**src/rtl/bus_pkg.sv**
```systemverilog
// Shared definitions for the bus fabric: watchdog state encoding and
// the elaboration helpers used by the decoder.
package bus_pkg;

    localparam logic [1:0] ST_IDLE = 2'd0;
    localparam logic [1:0] ST_WAIT = 2'd1;
    localparam logic [1:0] ST_ERR  = 2'd2;

    function automatic int clog2(input int v);
        int r;
        r = 0;
        for (int i = 0; i < 32; i++)
            if ((64'd1 << i) < 64'(v))
                r = i + 1;
        return r;
    endfunction

    function automatic logic slv_hit(
        input logic [63:0] addr,
        input logic [63:0] base,
        input logic [63:0] mask
    );
        return (addr & mask) == base;
    endfunction

endpackage

```
**src/rtl/bus_fabric_if.sv**
```systemverilog
// CPU-side bus of the fabric: strobe/address from the master,
// data/ack/error back to it.
interface bus_fabric_if #(
    parameter int AW = 22
);
    logic          bus_stb;
    logic          bus_we;
    logic [AW+1:2] bus_addr;
    logic [31:0]   bus_din;
    logic          bus_ack;
    logic          bus_err;

    modport master (
        output bus_stb, bus_we, bus_addr,
        input  bus_din, bus_ack, bus_err
    );

    modport slave (
        input  bus_stb, bus_we, bus_addr,
        output bus_din, bus_ack, bus_err
    );
endinterface

```
**src/rtl/bus_watchdog.sv**
```systemverilog
// Access-state FSM with ack timeout and first-fault capture registers.
module bus_watchdog
    import bus_pkg::*;
#(
    parameter int AW      = 22,
    parameter int TMO_CYC = 255
) (
    input  logic          clk,
    input  logic          rst_n,
    input  logic          stb,
    input  logic          we,
    input  logic          hit,
    input  logic          ack,
    input  logic [AW+1:2] addr,
    input  logic          flt_clr,
    output logic          in_err,
    output logic [AW+1:2] flt_addr,
    output logic          flt_we,
    output logic          flt_tmo,
    output logic          flt_ovf,
    output logic          flt_irq
);

    localparam int CW_RAW = clog2(TMO_CYC + 1);
    localparam int CW     = (CW_RAW < 1) ? 1 : CW_RAW;
    localparam logic [CW-1:0] TMO = CW'(TMO_CYC);

    logic [1:0]    state;
    logic [CW-1:0] cnt;
    logic          err_tmo;

    assign in_err = (state == ST_ERR);

    always_ff @(posedge clk or negedge rst_n) begin
        if (!rst_n) begin
            state   <= ST_IDLE;
            cnt     <= '0;
            err_tmo <= 1'b0;
        end else begin
            unique case (state)
                ST_IDLE: begin
                    if (stb && !hit) begin
                        state   <= ST_ERR;
                        err_tmo <= 1'b0;
                    end else if (stb && !ack) begin
                        state <= ST_WAIT;
                        cnt   <= CW'(1);
                    end
                end
                ST_WAIT: begin
                    // a completing ack beats the timeout on the last cycle
                    if (ack || !stb) begin
                        state <= ST_IDLE;
                        cnt   <= '0;
                    end else if (TMO_CYC != 0 && cnt == TMO) begin
                        state   <= ST_ERR;
                        cnt     <= '0;
                        err_tmo <= 1'b1;
                    end else if (cnt != '1) begin
                        cnt <= cnt + 1'b1;
                    end
                end
                ST_ERR:  state <= ST_IDLE;
                default: state <= ST_IDLE;
            endcase
        end
    end

    always_ff @(posedge clk or negedge rst_n) begin
        if (!rst_n) begin
            flt_addr <= '0;
            flt_we   <= 1'b0;
            flt_tmo  <= 1'b0;
            flt_ovf  <= 1'b0;
            flt_irq  <= 1'b0;
        end else if (in_err) begin
            if (!flt_irq || flt_clr) begin
                flt_addr <= addr;
                flt_we   <= we;
                flt_tmo  <= err_tmo;
                flt_irq  <= 1'b1;
                flt_ovf  <= 1'b0;
            end else begin
                flt_ovf <= 1'b1;
            end
        end else if (flt_clr) begin
            flt_irq <= 1'b0;
            flt_ovf <= 1'b0;
        end
    end

endmodule

```
**src/rtl/bus_fabric.sv**
```systemverilog
// Address decoder and data/ack mux between the CPU bus and NSLV slaves,
// with a watchdog that error-acks unmapped or stalled accesses.
module bus_fabric
    import bus_pkg::*;
#(
    parameter int NSLV    = 8,
    parameter int AW      = 22,
    parameter logic [NSLV*(AW+2)-1:0] SLV_BASE = '0,
    parameter logic [NSLV*(AW+2)-1:0] SLV_MASK = '0,
    parameter int TMO_CYC = 255
) (
    input  logic               clk,
    input  logic               rst_n,
    bus_fabric_if.slave        bus,
    output logic [NSLV-1:0]    slv_stb,
    input  logic [NSLV*32-1:0] slv_dout,
    input  logic [NSLV-1:0]    slv_ack,
    output logic [AW+1:2]      flt_addr,
    output logic               flt_we,
    output logic               flt_tmo,
    output logic               flt_ovf,
    output logic               flt_irq,
    input  logic               flt_clr
);

    logic [AW+1:0]   byte_addr;
    logic [NSLV-1:0] hit;
    logic [NSLV-1:0] sel;
    logic [31:0]     sel_dout;
    logic            sel_ack;
    logic            in_err;

    assign byte_addr = {bus.bus_addr, 2'b00};

    always_comb begin
        hit = '0;
        for (int i = 0; i < NSLV; i++)
            hit[i] = slv_hit(64'(byte_addr),
                             64'(SLV_BASE[i*(AW+2) +: AW+2]),
                             64'(SLV_MASK[i*(AW+2) +: AW+2]));
    end

    // descending scan so the lowest matching index is the one kept
    always_comb begin
        sel = '0;
        for (int i = NSLV - 1; i >= 0; i--)
            if (hit[i])
                sel = NSLV'(1) << i;
    end

    always_comb begin
        sel_dout = '0;
        for (int i = 0; i < NSLV; i++)
            if (sel[i])
                sel_dout = slv_dout[i*32 +: 32];
    end

    assign sel_ack     = |(slv_ack & sel);
    assign slv_stb     = (bus.bus_stb && !in_err) ? sel : '0;
    assign bus.bus_din = in_err ? 32'd0 : sel_dout;
    assign bus.bus_ack = in_err || sel_ack;
    assign bus.bus_err = in_err;

    bus_watchdog #(
        .AW      (AW),
        .TMO_CYC (TMO_CYC)
    ) u_wdog (
        .clk      (clk),
        .rst_n    (rst_n),
        .stb      (bus.bus_stb),
        .we       (bus.bus_we),
        .hit      (|hit),
        .ack      (sel_ack),
        .addr     (bus.bus_addr),
        .flt_clr  (flt_clr),
        .in_err   (in_err),
        .flt_addr (flt_addr),
        .flt_we   (flt_we),
        .flt_tmo  (flt_tmo),
        .flt_ovf  (flt_ovf),
        .flt_irq  (flt_irq)
    );

endmodule
```
**src/flat_wrapper.sv**
```systemverilog
// flat-port wrapper written by rule: the top's interface ports become plain ports
module bus_fabric_flat import bus_pkg::*;
#(
    parameter int NSLV    = 8,
    parameter int AW      = 22,
    parameter logic [NSLV*(AW+2)-1:0] SLV_BASE = '0,
    parameter logic [NSLV*(AW+2)-1:0] SLV_MASK = '0,
    parameter int TMO_CYC = 255
)
  (clk, rst_n, slv_stb, slv_dout, slv_ack, flt_addr, flt_we, flt_tmo, flt_ovf, flt_irq, flt_clr, bus_bus_stb, bus_bus_we, bus_bus_addr, bus_bus_din, bus_bus_ack, bus_bus_err);
  bus_fabric_if #(.AW(AW)) bus_i ();
  input  logic clk;
  input  logic rst_n;
  output logic [NSLV-1:0] slv_stb;
  input  logic [NSLV*32-1:0] slv_dout;
  input  logic [NSLV-1:0] slv_ack;
  output logic [AW+1:2] flt_addr;
  output logic flt_we;
  output logic flt_tmo;
  output logic flt_ovf;
  output logic flt_irq;
  input  logic flt_clr;
  input wire logic [$bits(bus_i.bus_stb)-1:0] bus_bus_stb;
  input wire logic [$bits(bus_i.bus_we)-1:0] bus_bus_we;
  input wire logic [$bits(bus_i.bus_addr)-1:0] bus_bus_addr;
  output wire logic [$bits(bus_i.bus_din)-1:0] bus_bus_din;
  output wire logic [$bits(bus_i.bus_ack)-1:0] bus_bus_ack;
  output wire logic [$bits(bus_i.bus_err)-1:0] bus_bus_err;
  assign bus_i.bus_stb = bus_bus_stb;
  assign bus_i.bus_we = bus_bus_we;
  assign bus_i.bus_addr = bus_bus_addr;
  assign bus_bus_din = bus_i.bus_din;
  assign bus_bus_ack = bus_i.bus_ack;
  assign bus_bus_err = bus_i.bus_err;
  bus_fabric #(.NSLV(NSLV), .AW(AW), .SLV_BASE(SLV_BASE), .SLV_MASK(SLV_MASK), .TMO_CYC(TMO_CYC)) u_core (.clk(clk), .rst_n(rst_n), .bus(bus_i), .slv_stb(slv_stb), .slv_dout(slv_dout), .slv_ack(slv_ack), .flt_addr(flt_addr), .flt_we(flt_we), .flt_tmo(flt_tmo), .flt_ovf(flt_ovf), .flt_irq(flt_irq), .flt_clr(flt_clr));
endmodule
```
**config.mk**
```make
export PLATFORM = sky130hd
export DESIGN_NAME = bus_fabric_flat
export DESIGN_NICKNAME = d
export VERILOG_FILES = /design/src/rtl/bus_pkg.sv /design/src/rtl/bus_fabric_if.sv /design/src/rtl/bus_watchdog.sv /design/src/rtl/bus_fabric.sv /design/src/flat_wrapper.sv
export SDC_FILE = /design/constraint.sdc
export NUM_CORES = 1
export LEC_CHECK = 0
export ABC_CLOCK_PERIOD_IN_PS = 2200
export CAP_MARGIN = 10
export CORE_AREA = 2 2 141 143
export DETAILED_ROUTE_END_ITERATION = 6
export DIE_AREA = 0 0 143 145
export GPL_TIMING_DRIVEN = 0
export PLACE_DENSITY = 0.46
export RECOVER_POWER = 100
export SLEW_MARGIN = 20
export SYNTH_ARGS = -nofsm -noshare
export SYNTH_HDL_FRONTEND = slang
export SYNTH_SLANG_ARGS = --single-unit
```
**constraint.sdc**
```tcl
create_clock -name clk -period 2.2 [get_ports clk]
set_input_delay 0.33 -clock clk [delete_from_list [all_inputs] [get_ports clk]]
set_output_delay 0.33 -clock clk [all_outputs]
set_load 0.005 [all_outputs]
```
## After elaboration in Yosys (flattened, before gate mapping)

Index checks and enable logic that the tools add are counted.

- Add/subtract/negate cells: 1
- Divide/modulo/power cells: 0
- Reduce and logical (&&, ||, !) cells: 17
- $lt $le $gt $ge: 0
- Multipliers: 0
- Bitwise gates (word level): 1
- Shift operators: 0
- Multiplexer cells: 16
- Equal/unequal tests: 8

Operators with widths:

| kind | count |
|---|---|
| $mux 32 | 1 |
| $mux 8 | 4 |
| $pmux 8 s2 | 1 |
| $add 8x1->8 const B | 1 |
| $eq 8x8->1 const B | 1 |
| $ne 8x8->1 const B | 1 |
| $mux 1 | 6 |
| $mux 2 | 3 |
| $reduce_and 2->1 | 3 |
| $reduce_and 3->1 | 2 |
| $logic_not 1->1 | 4 |
| $ne 2x2->1 const B | 2 |
| $ne 4x4->1 const B | 1 |
| $pmux 2 s2 | 1 |
| $reduce_bool 2->1 | 2 |
| $logic_or 1x1->1 | 3 |
| $ne 3x3->1 const B | 1 |
| $eq 2x1->1 const B | 1 |
| $eq 2x2->1 const B | 1 |
| $logic_and 1x1->1 | 2 |
| $logic_not 2->1 | 1 |
| $not 1->1 | 1 |

- Output and inout bits: 68
- Register bits: 37
- Bits in writable memories: 0
- Latch bits: 0
- Memories: 0
- Word-level logic and storage cells: 51
- ROM bits: 0

## Longest topological paths before layout

- Word-level depth: 5
- Gate-level depth with buffers: 6
- Mapped depth without buffers: 5

## Modules after synthesis

Synthesis repeated with hierarchy kept, for this count alone.

- Cells, all modules: 162
- Area total of the unflattened synthesis: 1836.8 um^2

Modules (own cells, without submodules):

| module | cells each | area an instance (um^2) | seq. area each (um^2) | instances |
|---|---|---|---|---|
| bus_watchdog | 116 | 1541.5 | 925.9 | 1 |
| bus_fabric | 46 | 295.3 | 0.0 | 1 |

## Worst setup path before layout

Ideal clock, no wire load.

- Path type: register to register
- Start: reg u_core.u_wdog.state[0]
- End: reg u_core.u_wdog.flt_addr[10] in the netlist's numbering
- Period minus slack after synthesis: 1.444 ns
- Setup slack: 0.756 ns
- Stages on the path, launching flop included: 7
- Arrival: 1.319 ns
- Path buffers: 2
- Cells stage by stage: dfrtp_1 buf_6 inv_6 nand2_4 a21oi_4 buf_12 mux2_4

- Word-level cells in the longest chain between the ends: 2

Ends and longest elaborated chain:

| item | line | text |
|---|---|---|
| start, declared | bus_watchdog.sv:28 | `logic [1:0] state;` |
| start signal, assigned | bus_watchdog.sv:36 | `state <= ST_IDLE;` |
| start signal, assigned | bus_watchdog.sv:43 | `state <= ST_ERR;` |
| start signal, assigned | bus_watchdog.sv:46 | `state <= ST_WAIT;` |
| $eq 2x2->1 | bus_watchdog.sv:32 | `assign in_err = (state == ST_ERR);` |
| $reduce_and 2->1 (no source line) | - |  |
| end signal, assigned | bus_watchdog.sv:78 | `flt_addr <= addr;` |
| end, declared | bus_watchdog.sv:17 | `output logic [AW+1:2] flt_addr,` |

No other way between the ends.
A chain may end at the register's enable or synchronous reset.

## Worst setup path after layout

- Start: reg u_core.u_wdog.state[0]
- End: out bus_bus_din[9]

- Word-level cells in the longest chain between the ends: 2

Ends and longest elaborated chain:

| item | line | text |
|---|---|---|
| $eq 2x2->1 | bus_watchdog.sv:32 |  |
| $mux 32 | bus_fabric.sv:60 | `assign bus.bus_din = in_err ? 32'd0 : sel_dout;` |
| end, declared | flat_wrapper.sv:26 | `output wire logic [$bits(bus_i.bus_din)-1:0] bus_bus_din;` |

No other way between the ends.

==> run metrics <==
status completed; Syn Std Cell Area 1939 sq um; sequential share of the synthesized area 47.74%; pin count of the biggest net entering global routing 26; crit path max fanout 9; vias post-DR 1694; Core ar. 19210 sq um; Non-Filler Instances 561; CP startpoint u_core.u_wdog.state[0]; clock root buffer clkbuf_16; Syn-to-layout area delta 87.16%; reported max-cap violation count 0; synthesis-stage register bit count 37; Crit-path slowest cell dlygate4sd3_1; Starting Density 10.10%; Cells after Synth 158; Placement Rows 51; first-pass GRT wire length 9.384 mm; CP arrival 1780 ps; fraction of layout cells with a size suffix above 1 13.85%; uppermost routed layer met4; mean post-synth cell area 12.27 sq um; Worst Skew 11.51 ps; DR vias/cell 3.020; Die Wd 143 um; Max clock buf depth 2; VDD IR max 269.4 uV; RSZ-0062 raised after global routing no; Clock Latency Late Sink 290 ps; GPL Wtd Cong 0.8571; total gr overflow 0; Final #Nets 587; DR WL met3 608 um; Reg clk slew, reported paths 60 ps; Hold/Removal Path Class reg2reg; vias in the first global route 1846; Final ANT Viol Nets 0; # port buffers 120; Cell variety after synth 34; DP Cell Count 550; Critical R2R Capture u_core.u_wdog.flt_addr[5]; Startpoint Class flip-flop; initial drt markers 114; DPL Wire Length 4.749 mm; io pins 359; chip height 145 um; TritonCTS clock tree done; ANT cells 0; max incr delay on CP 570 ps; Setup-failing EPs final 0; met2 wire len 3.038 mm; total die area 20740 sq um; Worst slew margin 48.94%; CP cell instances buf_6 -> inv_6 -> nand2_4 -> buf_4 -> and2_2 -> dlygate4sd3_1; crit path time final 2111 ps; First-pass DRT Iterations 4; clock sinks 37; Worst Tran Pin Value 766.0 ps; Most used DFF post-synth dfrtp_1; Reg-to-Reg Start u_core.u_wdog.state[0]; M1 WL 2.075 mm; critical path data required time 1870 ps; crit path kind reg2out; maximum clock frequency 473.7 MHz; wire per inst 10.48 um; GRT Overall Usage 5.875%; leakage 1.458 nW; R2R cell count 7; synth warn 0; Post-synth ARST share 100.0%; initial antenna violation count 0; TritonCTS Buffers 5; Post-synth EDFFs 0; Design Power 1.994 mW; r2r setup slk 220 ps; endpoint class of the critical path output port; final wirelength 5.878 mm; CP endpoint bus_bus_din[9]; Power Density 549.4 nW/um^2; Remaining DRCs 0; final hold violations 0; Final Slew Violations 0; Final period util 95.96%; H-tree depth 2
layer usage:
metal,vias to the layer above,track usage [%]
met5,-,0
met4,0,2.822
met2,105,10.57
li1,792,-
met1,790,5.970
met3,7,2.046
flip-flops by register name (all words and copies together) (netlist names):
signal	count
u_core.u_wdog.cnt	8
u_core.u_wdog.err_tmo	1
u_core.u_wdog.flt_addr	22
u_core.u_wdog.flt_irq	1
u_core.u_wdog.flt_ovf	1
u_core.u_wdog.flt_tmo	1
u_core.u_wdog.flt_we	1
u_core.u_wdog.state	2
cell usage in the layout, fill, tap and decap left out, types with 2 or more instances in the layout:
cell type	count
a21oi_1	2
and2_0	17
and2_1	15
and2_2	3
and3_1	3
buf_4	9
bufinv_16	2
clkbuf_16	5
clkbuf_2	3
clkdlybuf4s50_1	90
conb_1	7
dfrtp_1	36
dlygate4sd3_1	30
inv_1	3
inv_6	2
mux2_1	18
mux2_2	4
mux2_4	2
nand2_1	4
nand3_1	2
nor2_1	7
o2111ai_1	2
o211ai_1	2
o21ai_0	4
xor2_1	5
stage by stage:
| stage | area, sq um | hold slack [ps] | util [%] | setup TNS (ps) | setup WS, ps |
|---|---|---|---|---|---|
| 3_3_place_gp | 3495 | 479.9 | 18.19 | -11600 | -318.9 |
| 5_1_grt | 3630 | 501.4 | 18.90 | 0 | 2.301 |
| 2_1_floorplan | 1962 | 34.41 | - | 0 | 756.1 |
| 4_1_cts | 3732 | 494.5 | 19.43 | 0 | 26.13 |
| 6_report | 3630 | 477.5 | 18.90 | 0 | 88.92 |
| 3_5_place_dp | 3510 | 270.1 | 18.27 | 0 | 178.5 |
cells by family (layout without fill, tap and decap cells):
family | after synthesis | after routing | synth area share [%]
compound gates | 15 | 15 | 5.872
xor+xnor | 5 | 5 | 2.258
fa+ha+maj | 1 | 1 | 0.6451
buf+inv | 17 | 149 | 6.968
flops | 37 | 37 | 47.74
mux | 24 | 24 | 17.81
other cells | 1 | 7 | 0.1934
simple gates | 58 | 58 | 18.52
synth_stat cells, types with 2 or more instances:
master,number,share of area (%)
dfrtp_1,37,48
and2_1,32,10
mux2_4,20,15
buf_4,7,2.7
nor2_1,7,1.4
xor2_1,5,2.3
mux2_2,4,2.3
nand2_1,4,0.77
o21ai_0,4,1.0
and2_2,3,1.2
and3_1,3,0.97
clkbuf_1,3,0.58
inv_1,3,0.58
a21oi_1,2,0.52
buf_12,2,2.1
nand3_1,2,0.52
o2111ai_1,2,0.90
o211ai_1,2,0.77
how the worst min path moves through the flow:
stage,start,endpoint,slack (ps),cells past startpoint
floorplan,rst_n,u_core.u_wdog.cnt[0],30,0
global placement,u_core.u_wdog.err_tmo,u_core.u_wdog.err_tmo,480,1
detailed placement,rst_n,u_core.u_wdog.flt_addr[22],270,1
CTS,u_core.u_wdog.err_tmo,u_core.u_wdog.err_tmo,490,1
global route,u_core.u_wdog.flt_addr[4],u_core.u_wdog.flt_addr[4],500,1
finish,u_core.u_wdog.flt_addr[4],u_core.u_wdog.flt_addr[4],480,1
worst max-delay path, delay by kind of cell, from the launching register on:
kind / cells / cell delay [ps]
flip-flops: 1 / 370
buffers and inverters: 4 / 900
AND/OR/NAND/NOR: 2 / 230
power by group:
group	internal, mW	leakage (nW)	total, mW	switching [mW]
clock network	0.654	0.0944	0.960	0.306
registers	0.708	0.458	0.722	0.0142
logic	0.217	0.905	0.311	0.0947
layout make-up:
type                            count  area, sq um
Multi-Input combinational cell    110        825.8
Fill cell                        2118        15580
Timing Repair Buffer              124         1225
Tap cell                          265        331.6
Buffer                             13        106.4
Clock inverter                      3        68.82
Clock buffer                        5        125.1
Sequential cell                    37        927.1
Inverter                            4        20.02
what timing repair did:
| action | in CTS | in global routing |
|---|---|---|
| pin swaps | 1 | 0 |
| hold buffers | 1 | 0 |
| resized for setup | 3 | 2 |
| setup endpoints to repair | 30 | 2 |
| setup buffers | 2 | 0 |
| hold endpoints to repair | 12 | 0 |
| gates cloned | 0 | 0 |
Note: power is estimated with default switching activity, not from simulation.
